<file path="src/rtl/voting_machine.sv">
// rtl/voting_machine.sv - three-candidate voting machine with press debouncing and result display
// Optional post-vote lockout enabled by defining VOTE_LOCKOUT_EN.
module voting_machine #(
  parameter int LOCKOUT_CYCLES = 2
) (
  input  logic       clk,
  input  logic       rst,
  input  logic       i_candidate_1,
  input  logic       i_candidate_2,
  input  logic       i_candidate_3,
  input  logic       i_voting_over,
  output logic [5:0] o_count1,
  output logic [5:0] o_count2,
  output logic [5:0] o_count3
);

  typedef enum logic [1:0] {S_VOTE, S_HOLD, S_OVER} state_t;

  state_t     state, state_next;
  logic       cand1_q, cand2_q, cand3_q, over_q;
  logic [5:0] tally1, tally2, tally3;
  logic       inc1, inc2, inc3;
  logic       any_btn;

`ifdef VOTE_LOCKOUT_EN
  logic        lock_q, lock_next;
  logic [15:0] lock_cnt, lock_cnt_next;
`else
  // Parameter kept for interface compatibility; only the lockout build consumes it.
  logic unused_lockout;
  assign unused_lockout = |LOCKOUT_CYCLES;
`endif

  always_comb begin
    state_next = state;
    inc1       = 1'b0;
    inc2       = 1'b0;
    inc3       = 1'b0;
    any_btn    = cand1_q | cand2_q | cand3_q;
`ifdef VOTE_LOCKOUT_EN
    lock_next     = lock_q;
    lock_cnt_next = lock_cnt;
`endif
    case (state)
      S_VOTE: begin
        if (over_q) begin
          state_next = S_OVER;
        end else if (any_btn) begin
          inc1       = cand1_q & ~cand2_q & ~cand3_q;
          inc2       = ~cand1_q & cand2_q & ~cand3_q;
          inc3       = ~cand1_q & ~cand2_q & cand3_q;
          state_next = S_HOLD;
        end
      end
      S_HOLD: begin
        if (over_q) begin
          state_next = S_OVER;
`ifdef VOTE_LOCKOUT_EN
        end else if (any_btn) begin
          // A press during lockout must be released again before it can count.
          lock_next = 1'b0;
        end else if (!lock_q) begin
          if (LOCKOUT_CYCLES == 0) begin
            state_next = S_VOTE;
          end else begin
            lock_next     = 1'b1;
            lock_cnt_next = 16'(LOCKOUT_CYCLES - 1);
          end
        end else if (lock_cnt == 16'd0) begin
          lock_next  = 1'b0;
          state_next = S_VOTE;
        end else begin
          lock_cnt_next = lock_cnt - 16'd1;
        end
`else
        end else if (!any_btn) begin
          state_next = S_VOTE;
        end
`endif
      end
      S_OVER:  state_next = S_OVER;
      default: state_next = S_VOTE;
    endcase
  end

  always_ff @(posedge clk) begin
    if (rst) begin
      state    <= S_VOTE;
      cand1_q  <= 1'b0;
      cand2_q  <= 1'b0;
      cand3_q  <= 1'b0;
      over_q   <= 1'b0;
      tally1   <= 6'd0;
      tally2   <= 6'd0;
      tally3   <= 6'd0;
      o_count1 <= 6'd0;
      o_count2 <= 6'd0;
      o_count3 <= 6'd0;
`ifdef VOTE_LOCKOUT_EN
      lock_q   <= 1'b0;
      lock_cnt <= 16'd0;
`endif
    end else begin
      state   <= state_next;
      cand1_q <= i_candidate_1;
      cand2_q <= i_candidate_2;
      cand3_q <= i_candidate_3;
      over_q  <= i_voting_over;
      // Saturating tallies: a press at 63 is consumed without effect.
      if (inc1 && tally1 != 6'd63) tally1 <= tally1 + 6'd1;
      if (inc2 && tally2 != 6'd63) tally2 <= tally2 + 6'd1;
      if (inc3 && tally3 != 6'd63) tally3 <= tally3 + 6'd1;
      o_count1 <= (state == S_OVER) ? tally1 : 6'd0;
      o_count2 <= (state == S_OVER) ? tally2 : 6'd0;
      o_count3 <= (state == S_OVER) ? tally3 : 6'd0;
`ifdef VOTE_LOCKOUT_EN
      lock_q   <= lock_next;
      lock_cnt <= lock_cnt_next;
`endif
    end
  end

endmodule

</file>
<file path="config.mk">
export PLATFORM = sky130hd
export DESIGN_NAME = voting_machine
export DESIGN_NICKNAME = d
export VERILOG_FILES = /design/src/rtl/voting_machine.sv
export SDC_FILE = /design/constraint.sdc
export NUM_CORES = 1
export LEC_CHECK = 0
export ABC_AREA = 1
export CAP_MARGIN = 20
export CORE_MARGIN = 2
export CORE_UTILIZATION = 45
export CTS_BUF_LIST = sky130_fd_sc_hd__clkbuf_8
export DETAILED_ROUTE_END_ITERATION = 12
export PLACE_DENSITY = 0.77
export SLEW_MARGIN = 20
export SYNTH_ARGS = -nofsm -noshare
export SYNTH_HDL_FRONTEND = slang
export SYNTH_SLANG_ARGS = --single-unit
</file>
<file path="constraint.sdc">
create_clock -name clk -period 3.07 [get_ports clk]
set_input_delay 0.307 -clock clk [delete_from_list [all_inputs] [get_ports clk]]
set_output_delay 0.307 -clock clk [all_outputs]
set_load 0.02 [all_outputs]
</file>
=== Word level (Yosys, flattened, before mapping) ===
Cells that the tools add are included.

* Latch bits: 0
* Bits in writable memories: 0
* Logic and storage cells: 53
* Register bits after elaboration: 42
* Memory bits (read-only): 0
* Memories kept: 0

* Bitwise logic cells: 12
* Shift operators: 0
* Add/subtract/negate cells: 3
* Reductions and logical operators: 6
* Multiply operators: 0
* Divide/modulo/power cells: 0
* Magnitude comparators: 0
* Equality and inequality tests: 7
* Muxes and demuxes: 14

{| class="wikitable"
|+ Operator list
! operator !! count
|-
| $add 6x1->6 const B || 3
|-
| $ne 6x6->1 const B || 3
|-
| $mux 1 || 9
|-
| $mux 2 || 4
|-
| $and 1x1->1 || 6
|-
| $ne 3x3->1 const B || 2
|-
| $pmux 2 s3 || 1
|-
| $not 1->1 || 4
|-
| $logic_and 1x1->1 || 3
|-
| $eq 2x1->1 const B || 1
|-
| $eq 2x2->1 const B || 1
|-
| $logic_not 2->1 || 1
|-
| $or 1x1->1 || 2
|-
| $reduce_and 2->1 || 1
|-
| $reduce_or 2->1 || 1
|}

=== Depth between registers and ports, before layout ===
* Depth in word-level cells: 7
* Depth in mapped cells: 8

=== Least setup slack after synthesis ===
No wires, ideal clock.

* Kind: reg2reg
* Start point: register tally1[0]
* End point: register tally1[0]
* Setup slack: 1.833 ns
* Data required time: 2.957 ns
* Arrival time: 1.123 ns
* Cell stages (with the launch flop): 9
* Period minus slack after synthesis: 1.237 ns
* Path through: dfxtp_1 ha_1 nand2_1 inv_1 nand3_2 nand2_4 clkinv_2 nor2_1 nor2_1

* Word-level cells in the longest chain between the ends: 2
* Elaborated cells between the ends (all ways): 3

{| class="wikitable"
|+ RTL lines
! item !! line !! source
|-
| from (decl) || 21 || <nowiki>logic [5:0] tally1, tally2, tally3;</nowiki>
|-
| from (signal assigned) || 110 || <nowiki>if (inc1 && tally1 != 6'd63) tally1 <= tally1 + 6'd1;</nowiki>
|-
| branches (longest 2 deep; another with $add 6x1->6) || - ||
|}

Several ways; the timed one is not identified.
A chain may end at the register's enable or synchronous reset.

=== Worst setup path after layout ===
* Start point: input rst
* End point: register o_count3[5]

* Word-level cells in the longest chain between the ends: 1

{| class="wikitable"
|+ RTL lines
! item !! line !! source
|-
| from (decl) || 7 || <nowiki>input logic rst,</nowiki>
|-
| $reduce_or 2->1 (no source line) || - ||
|-
| to (signal assigned) || 115 || <nowiki>o_count3 <= (state == S_OVER) ? tally3 : 6'd0;</nowiki>
|-
| to (decl) || 14 || <nowiki>output logic [5:0] o_count3</nowiki>
|}

Every way passes these cells.

==> results.yml <==
drt:
  post_drt_via_cell_ratio: 4.709
  drtPass1Iterations: 4
  drt-wirelength-per-cell_um: 9.848
  antenna_left: 0
  drt_wl_total_um: 2974
  drtIter0Drc: 96
  drc_errors: 0
  vias: 1422
placement:
  port_buffers: 23
  hpwl_um: 2128
  routabilityCongestion: 0.8496
global_routing:
  grt_pass1_vias: 1239
  grt_pass1_wl_um: 5161
  grt_max_degree: 19
  grt_util_all_layers_pct: 15.61
  antenna_found_initial: 0
  grt_overflow: 0
critical_path:
  cp.arrival_ns: 1.71
  path_max_fanout: 18
  start_kind: "input port"
  path_buf_inv: 3
  worstSetupPathType: "input port to flop"
  r2r-start: "tally1[1]"
  startpoint: "rst"
  crit_chain: "clkdlybuf4s50_1, buf_4, clkinv_1, nand3_2, nor2_1"
  rrSetupSlack_ns: 1.63
  worstRegToRegCells: 8
  critical_path_required_ns: 3.24
  slowest_stage: "clkdlybuf4s50_1"
  r2r_end: "tally1[0]"
  max_stage_delay_ns: 0.46
  crit_family: "buffers and inverters"
  endpoint_kind: "flop"
layout:
  seq_area_um2: 840.8
  mostFrequentLayoutCells: "42 x dfxtp_1, 41 x nor2_1, 39 x nand2_1"
  final_common_cell: "dfxtp_1"
  multiInputGateArea_um2: 768.2
  nets: 263
  syn2layout_area_growth_pct: 19.26
  n_fill_cell: 365
  layout-drive-gt1-share_pct: 9.843
  antenna_cells: 0
yosys:
  yosysWarnings: 0
  yosysSeqAreaShare_pct: 47.22
  syn_avg_cell_area_um2: 7.775
  synth_top_cells_by_area: "dfxtp_1 47%, nor2_1 8.6%, nand2_1 8.2%"
  syn_area_um2: 1780
  synth_top_area_share_pct: 47.22
  synth_nets: 238
  synth-seq-cells: 42
  syn_inst: 229
  yosysTopAreaCell: "dfxtp_1"
  ys_types: 26
cts:
  htreeDepth: 2
  post_cts_buffers: 0
  clock_latency_ns: 0.29
  cts_resized: 0
  clk_pin_slew_worst_paths_ns: 0.07
  ctsHoldBuffers: 0
  clock_tree.root_cell: "clkbuf_8"
  cts_tree: "built"
  cts_buffers: 5
  clock-sinks: 42
  clock_path_buffers: 2
die:
  initial_core_util_pct: 47.56
  fp.dieH_um: 66.90
  coreArea_um2: 3744
  die_w_um: 66.90
  num_rows: 22
  die_area_um2: 4476
  io_pins: 24
run:
  max-cap-violations: 0
hold_path:
  hp-class: "flop to flop"
  hold_end: "state[1]"
  holdPathStages: 1
  hold_start: "state[0]"
sta:
  setup_viol: 0
  hold_viol: 0
  relSlewSlack_pct: 75.92
  max_freq_mhz: 650.5
  tightest_slew_ns: 0.3607
  tns_ns: 0
  final-max-slew-violation-count: 0
  period_needed_ns: 1.537
  skew_ns: 0.004891
  fin_crit_sh_pct: 50.07
  rsz0062_at_grt: "no"
pwr:
  power_uw: 951.8
  p_per_area_nw_per_um2: 448.3
  ir_worst_vdd_uv: 278.4
  leakagePower_uw: 0.0008711
outcome:
  status: "finished, final reports clean"
## through the flow
stage	util [%]	instances	hold slack, ns	cell area, µm²	worst slack [ns]
after floorplan	-	229	0.4121	1780	1.833
after global placement	54.61	295	0.4229	2044	1.274
after CTS	56.72	302	0.4386	2123	1.482
final	56.72	302	0.4366	2123	1.533
after detailed placement	54.61	295	0.4271	2044	1.182
after global routing	56.72	302	0.4456	2123	1.369
## worst max path at each step
stage | end | cells past startpoint
3_3_place_gp | o_count2[4] | 5
2_1_floorplan | tally1[0] | 8
4_1_cts | o_count3[5] | 5
3_5_place_dp | o_count3[5] | 5
6_report | o_count3[5] | 5
5_1_grt | o_count3[5] | 5
## layout make-up
| class | count | area share [%] |
|---|---|---|
| flip-flops and latches | 42 | 39.60 |
| multi-input cells | 145 | 36.18 |
| repair buffers | 24 | 11.20 |
| inverters | 36 | 6.482 |
| clock buffers | 5 | 3.241 |
| well taps | 48 | 2.829 |
| clock inverters | 2 | 0.4714 |
## synth_stat cells
cell / instances
nor2_1: 41
nand2_2: 1
nor2_8: 3
inv_2: 1
o21ai_1: 4
nor3_1: 1
buf_2: 3
clkinv_1: 1
buf_4: 2
inv_1: 32
a211oi_1: 1
nor2_4: 1
dfxtp_1: 42
nor2_2: 2
nand3_2: 4
xor2_1: 3
o21ai_0: 2
clkbuf_1: 1
a21oi_1: 9
nor4_1: 1
nand4_1: 9
nand2_1: 39
ha_1: 3
nand3_1: 18
nand2_4: 3
clkinv_2: 2
## routing by layer
layer,wire [µm],track usage (%)
met1,1383,18.31
met2,1391,25.12
met3,130,5.574
met4,68,7.653
met5,0,0
## flip-flops by register name, summed over array words and instances (netlist names)
register	count
cand1_q	1
cand2_q	1
cand3_q	1
o_count1	6
o_count2	6
o_count3	6
over_q	1
state	2
tally1	6
tally2	6
tally3	6
## report_power, final
part / internal [µW] / total (µW) / switching, µW
Sequential: 554 / 563 / 9.65
Clock: 152 / 327 / 175
Combinational: 23.1 / 61.1 / 37.9
## cell families (layout without fill, tap and decap cells)
logic type / after synthesis / in the layout / share of synthesized area [%]
simple gates: 123 / 123 / 34.93
flops: 42 / 42 / 47.22
buf+inv: 42 / 67 / 9.627
compound gates: 16 / 16 / 4.638
fa+ha+maj: 3 / 3 / 2.108
xor+xnor: 3 / 3 / 1.476
(Power assumes the default switching activity.)
